===== config.mk =====
export PLATFORM = sky130hd
export DESIGN_NAME = line_buffer_scheduler
export DESIGN_NICKNAME = d
export VERILOG_FILES = /design/src/rtl/line_buffer_scheduler_pkg.sv /design/src/rtl/line_buffer_scheduler_frame_pos_counter.sv /design/src/rtl/line_buffer_scheduler.sv
export SDC_FILE = /design/constraint.sdc
export NUM_CORES = 1
export LEC_CHECK = 0
export BUFFER_PORTS_ARGS = -buffer_cell sky130_fd_sc_hd__clkbuf_2
export CAP_MARGIN = 20
export CORE_MARGIN = 2
export CORE_UTILIZATION = 45
export DETAILED_ROUTE_END_ITERATION = 6
export MAX_ROUTING_LAYER = met4
export PLACE_DENSITY_LB_ADDON = 0.3
export REMOVE_ABC_BUFFERS = 1
export SLEW_MARGIN = 10
export SYNTH_ARGS = -nofsm -noshare
export SYNTH_HDL_FRONTEND = slang
export SYNTH_HIERARCHICAL = 1
export SYNTH_SLANG_ARGS = --single-unit

===== constraint.sdc =====
create_clock -name clk -period 2.1 [get_ports clk]
set_input_delay 0.315 -clock clk [delete_from_list [all_inputs] [get_ports clk]]
set_output_delay 0.315 -clock clk [all_outputs]
set_load 0.005 [all_outputs]

===== src/rtl/line_buffer_scheduler_pkg.sv =====
`default_nettype none
// ============================================================================
// Module   : lb_sched_pkg
// Purpose  : Shared types and default geometry for the line-buffer scheduler.
//            Holds the controller state encoding and the default
//            WIDTH/HEIGHT/ROWS values used by the top level.
// Revision : 1.0 - initial release
// ============================================================================
package lb_sched_pkg;

    localparam int DEF_WIDTH  = 17;
    localparam int DEF_HEIGHT = 17;
    localparam int DEF_ROWS   = 12;

    typedef enum logic [1:0] {
        IDLE   = 2'd0,
        STREAM = 2'd1,
        FLUSH  = 2'd2,
        DONE   = 2'd3
    } lb_state_t;

endpackage
`default_nettype wire


===== src/rtl/line_buffer_scheduler_frame_pos_counter.sv =====
`default_nettype none
// ============================================================================
// Module   : frame_pos_counter
// Purpose  : Column/line position counters for the scheduler. The column
//            counts 0..WIDTH-1 and the line counts 0..LINES-1; both advance
//            only when en is high. Reaching the end of the last line wraps
//            both back to zero.
// Ports    : clk, rst (async, active-low), clear (sync zero), en (advance),
//            col/line (current position), col_last/line_last (at last value)
// Revision : 1.0 - initial release
// ============================================================================
module frame_pos_counter #(
    parameter int WIDTH = 17,
    parameter int LINES = 23,
    parameter int CW    = $clog2(WIDTH),
    parameter int LW    = $clog2(LINES)
) (
    input  logic          clk,
    input  logic          rst,
    input  logic          clear,
    input  logic          en,
    output logic [CW-1:0] col,
    output logic [LW-1:0] line,
    output logic          col_last,
    output logic          line_last
);

    assign col_last  = (col == CW'(WIDTH - 1));
    assign line_last = (line == LW'(LINES - 1));

    always_ff @(posedge clk or negedge rst) begin
        if (!rst) begin
            col  <= '0;
            line <= '0;
        end else if (clear) begin
            col  <= '0;
            line <= '0;
        end else if (en) begin
            if (col_last) begin
                col  <= '0;
                line <= line_last ? '0 : line + LW'(1);
            end else begin
                col <= col + CW'(1);
            end
        end
    end

endmodule
`default_nettype wire


===== src/rtl/line_buffer_scheduler.sv =====
`default_nettype none
// ============================================================================
// Module   : line_buffer_scheduler
// Purpose  : Sequencing controller for the ROWS-deep line-buffer stack that
//            feeds the (ROWS+1)x(ROWS+1) filter window. Streams one frame of
//            raster pixels, then injects ROWS/2 zero-pad lines so every image
//            pixel gets a centred window. Reports window centre, row-validity
//            mask and a one-cycle done pulse.
// Ports    : clk, rst (async, active-low), start_i, valid_i -> ready_o,
//            shift_en_o, pad_sel_o, win_valid_o, row_o, col_o, row_mask_o,
//            busy_o, done_o
// Config   : LB_SCHED_ROW_MASK_EN - build the row-validity mask; when
//            undefined row_mask_o is tied to all ones.
// Revision : 1.0 - initial release
// ============================================================================
module line_buffer_scheduler
    import lb_sched_pkg::*;
#(
    parameter int WIDTH  = DEF_WIDTH,
    parameter int HEIGHT = DEF_HEIGHT,
    parameter int ROWS   = DEF_ROWS
) (
    input  logic                      clk,
    input  logic                      rst,
    input  logic                      start_i,
    input  logic                      valid_i,
    output logic                      ready_o,
    output logic                      shift_en_o,
    output logic                      pad_sel_o,
    output logic                      win_valid_o,
    output logic [$clog2(HEIGHT)-1:0] row_o,
    output logic [$clog2(WIDTH)-1:0]  col_o,
    output logic [ROWS:0]             row_mask_o,
    output logic                      busy_o,
    output logic                      done_o
);

    localparam int HALF  = ROWS / 2;
    localparam int LINES = HEIGHT + HALF;
    localparam int CW    = $clog2(WIDTH);
    localparam int LW    = $clog2(LINES);
    localparam int RW    = $clog2(HEIGHT);

    lb_state_t     state;
    lb_state_t     state_next;
    logic          clear;
    logic          frame_end;
    logic [CW-1:0] col;
    logic [LW-1:0] line;
    logic          col_last;
    logic          line_last;

    frame_pos_counter #(
        .WIDTH (WIDTH),
        .LINES (LINES),
        .CW    (CW),
        .LW    (LW)
    ) u_pos (
        .clk       (clk),
        .rst       (rst),
        .clear     (clear),
        .en        (shift_en_o),
        .col       (col),
        .line      (line),
        .col_last  (col_last),
        .line_last (line_last)
    );

    always_ff @(posedge clk or negedge rst) begin
        if (!rst) begin
            state  <= IDLE;
            done_o <= 1'b0;
        end else begin
            state  <= state_next;
            done_o <= frame_end;
        end
    end

    always_comb begin
        state_next = state;
        ready_o    = 1'b0;
        shift_en_o = 1'b0;
        pad_sel_o  = 1'b0;
        clear      = 1'b0;
        frame_end  = 1'b0;
        case (state)
            IDLE: begin
                if (start_i) begin
                    clear      = 1'b1;
                    state_next = STREAM;
                end
            end
            STREAM: begin
                ready_o    = 1'b1;
                shift_en_o = valid_i;
                if (valid_i && col_last && (line == LW'(HEIGHT - 1))) begin
                    state_next = FLUSH;
                end
            end
            FLUSH: begin
                shift_en_o = 1'b1;
                pad_sel_o  = 1'b1;
                if (col_last && line_last) begin
                    frame_end  = 1'b1;
                    state_next = DONE;
                end
            end
            DONE: begin
                state_next = IDLE;
            end
            default: begin
                state_next = IDLE;
            end
        endcase
    end

    assign busy_o      = (state != IDLE);
    assign win_valid_o = shift_en_o && (line >= LW'(HALF));
    assign col_o       = col;
    // Gated so the centre row reads zero outside a window instead of a
    // wrapped negative offset.
    assign row_o       = win_valid_o ? RW'(line - LW'(HALF)) : '0;

`ifdef LB_SCHED_ROW_MASK_EN
    logic [ROWS:0] mask_raw;

    // Tap k holds the line written k shifts-of-a-line ago; it is real image
    // data only when that line index falls inside 0..HEIGHT-1.
    for (genvar k = 0; k <= ROWS; k++) begin : g_mask_bit
        localparam logic signed [LW:0] TAP = (LW + 1)'(k);
        localparam logic signed [LW:0] LIM = (LW + 1)'(HEIGHT);
        logic signed [LW:0] diff;
        assign diff        = $signed({1'b0, line}) - TAP;
        assign mask_raw[k] = !diff[LW] && (diff < LIM);
    end

    assign row_mask_o = win_valid_o ? mask_raw : '0;
`else
    assign row_mask_o = '1;
`endif

endmodule
`default_nettype wire


==> out/results.ini <==
[outcome]
run_status = complete, no violations

[synth]
synth_edf_count = 0
avgSynthCellArea_um2 = 9.04
ys_warn_count = 6
synthCells = 116
synth_cell_types = 38
synthArstFlopShare = 1.00
synth.area.top_cells = dfrtp_1 (31%), ha_1 (11%), buf_4 (9.3%), mux2i_1 (3.8%), nor2_1 (3.6%)
ys_seq_area_frac = 0.310
synth-seq-cells = 13
yosysTopAreaCellShare = 0.310
yosys.area.top_type = dfrtp_1
syn_area_um2 = 1050
yosys_most_used_dff = dfrtp_1

[placed_design]
routabilityCongestion = 0.843
hpwlAfterDp_um = 1650
dp_slack_ns = 0.0379
portBuffers = 19

[critical_path]
r2r-start = u_pos/col[0]$_DFFE_PN0P_
cp.arrival_ns = 1.70
worst_setup_path_start_kind = register
critical_path.slowest_cell = o41ai_4
cp_max_fo = 5
cp-endpoint = row_o[0]
cp.required_ns = 1.78
r2r_cells = 8
path_buf_inv = 3
end_kind = output pin
slowest_delay_ns = 0.42
worstReg2RegEnd = state[1]$_DFFE_PN0P_
crit_type = reg2out
crit_chain = buf_6, nand2_4, nor2_4, o41ai_4, inv_2, and2_4, clkbuf_2
critPathTopFamily = compound AO/OA/AOI/OAI gates
reg2reg_slack_ns = 0.11
cp.depth = 7
crit_start = u_pos/line[1]$_DFFE_PN0P_

[global_routing]
grt-ovfl-total = 0
grtUsageTotal = 0.195
grt_pass1_wl_um = 3750
grt_pass1_vias = 807
antenna_found_initial = 0
grt_max_degree = 17

[sta]
max_freq_mhz = 496
finalCriticalPeriod_ns = 2.02
timing.final.ws_setup_ns = 0.0839
drv_slew = 0
finClkSkew_ns = 0.00880
setup_violations = 0
rsz0062_at_grt = true
period_share = 0.960
maxSlewHeadroom = 0.637
worstMarginPinSlew_ns = 0.544
hold_viol_final = 0

[finish]
fillers = 190
ff_latch_area_um2 = 325
drive_gt1_frac = 0.356
layout.nets = 163
area_growth_pct = 26.3
num_antenna_cells = 0
multi_input_area_um2 = 697

[floorplanning]
fp.dieH_um = 52.3
rows = 17
fp.dieArea_um2 = 2730
initial_core_util = 0.474
ios = 33
die_w_um = 52.3
coreArea_um2 = 2210

[power]
p_per_area_nw_per_um2 = 566
vdd.ir_drop.worst_mv = 0.563
power.total_mw = 0.749
p_leak_nw = 0.714

[routing]
dr.pass1.iters = 5
drt_iter0_drc = 32
avgViaCountPerCell = 5.12
vias = 907
wirelength_um = 2460
final_antenna_net_count = 0
drc_errors = 0
avgRoutedWirePerCell_um = 13.9

[clocking]
cts_sinks = 13
clk_latency_ns = 0.27
clkSlewWorstSetupHoldPaths_ns = 0.09
cts_tree = yes
cts_root_buf = clkbuf_4
htreeDepth = 1
clock_path_buffers = 2
cts_buffers = 3

[hold_path]
worstHoldPathType = in2async

[job]
cap_violations = 0

## area by class of cell
| type | count | area share |
|---|---|---|
| flip-flops and latches | 13 | 0.246 |
| multi-input cells | 91 | 0.526 |
| inverters | 8 | 0.0227 |
| clock buffers | 4 | 0.0198 |
| repair buffers | 33 | 0.159 |
| well taps | 28 | 0.0265 |
## Yosys cell counts, drive strengths merged, types with 2 or more instances
cell	n
mux2i	4
and2	3
mux2	3
inv	8
nand2	6
buf	15
nor2	10
a21oi	7
nor2b	3
xor2	2
nor3	5
o41ai	2
nand4	2
nand3	4
nand2b	3
ha	9
dfrtp	13
## worst reg2reg max path, stage by stage (launching register included)
cell and delay (ns):
dfrtp_1 0.42, inv_1 0.12, ha_1 0.22, inv_1 0.10
nor3_2 0.16, nand4b_1 0.13, o41ai_2 0.22, o211ai_1 0.19
mux2_4 0.32
## layer usage
metal,wire length [um],vias up,track usage
li1,-,441,-
met1,1120,433,0.244
met2,1190,29,0.308
met3,114,4,0.0314
met4,37,0,0.0940
met5,0,-,-
## logic make-up (layout without fill, tap and decap cells)
logic type | Yosys count | after routing | share of synthesized area
buffers and inverters | 24 | 45 | 0.141
other | 1 | 13 | 0.00358
adders and majority gates | 9 | 9 | 0.107
muxes | 7 | 7 | 0.0740
and+or+nand+nor | 45 | 45 | 0.236
DFF | 13 | 13 | 0.310
AOI/OAI and AO/OA | 14 | 14 | 0.103
xor gates and xnor gates | 3 | 3 | 0.0251
## cell usage in the layout, fill, tap and decap left out, types with 3 or more instances in the layout
cell type and instances:
conb_1 13, nand2_1 5, clkbuf_4 3, nand2b_1 3, nor2_1 9, dfrtp_1 13
inv_2 3, buf_4 11, ha_1 7, nor3_1 4, clkbuf_2 19, mux2i_1 4
inv_1 5, nand3_1 4, a21oi_1 5
## worst min-delay path by stage
stage / slack [ns] / to / cells after the start
global route: 0.49 / state[1]$_DFFE_PN0P_ / 3
global placement: 0.24 / u_pos/col[4]$_DFFE_PN0P_ / 1
CTS: 0.44 / state[0]$_DFFE_PN0P_ / 3
finish: 0.47 / u_pos/line[4]$_DFFE_PN0P_ / 2
detailed placement: 0.24 / u_pos/col[3]$_DFFE_PN0P_ / 1
floorplan: 0.02 / done_o$_DFF_PN0_ / 0
## report_power, final
part           switching [mW]  internal, mW  total [mW]
Clock                  0.0832        0.0735       0.157
Sequential             0.0808         0.293       0.374
Combinational           0.116         0.102       0.219
## state kept, by name, indices dropped and copies added (netlist names)
name / cells
u_pos/col: 5
u_pos/line: 5
state: 2
done_o: 1
## through the flow
| step | TNS [ns] | hold slack, ns | utilization | std cells | cell area, um^2 |
|---|---|---|---|---|---|
| after global placement | 0 | 0.240 | 0.514 | 163 | 1140 |
| after floorplan | 0 | 0.0194 | - | 112 | 976 |
| after global routing | -0.0631 | 0.491 | 0.598 | 177 | 1320 |
| after CTS | 0 | 0.445 | 0.540 | 169 | 1190 |
| final | 0 | 0.467 | 0.598 | 177 | 1320 |
| after detailed placement | 0 | 0.239 | 0.514 | 163 | 1140 |
## repair_timing
action | CTS | global route
gates resized for setup | 2 | 17
hold buffers | 1 | 0
setup endpoints to repair | 5 | 10
hold endpoints to repair | 13 | 0
buffers inserted | 1 | 8
pin swaps | 0 | 3
No activity file was read; power rests on OpenSTA's default activity.
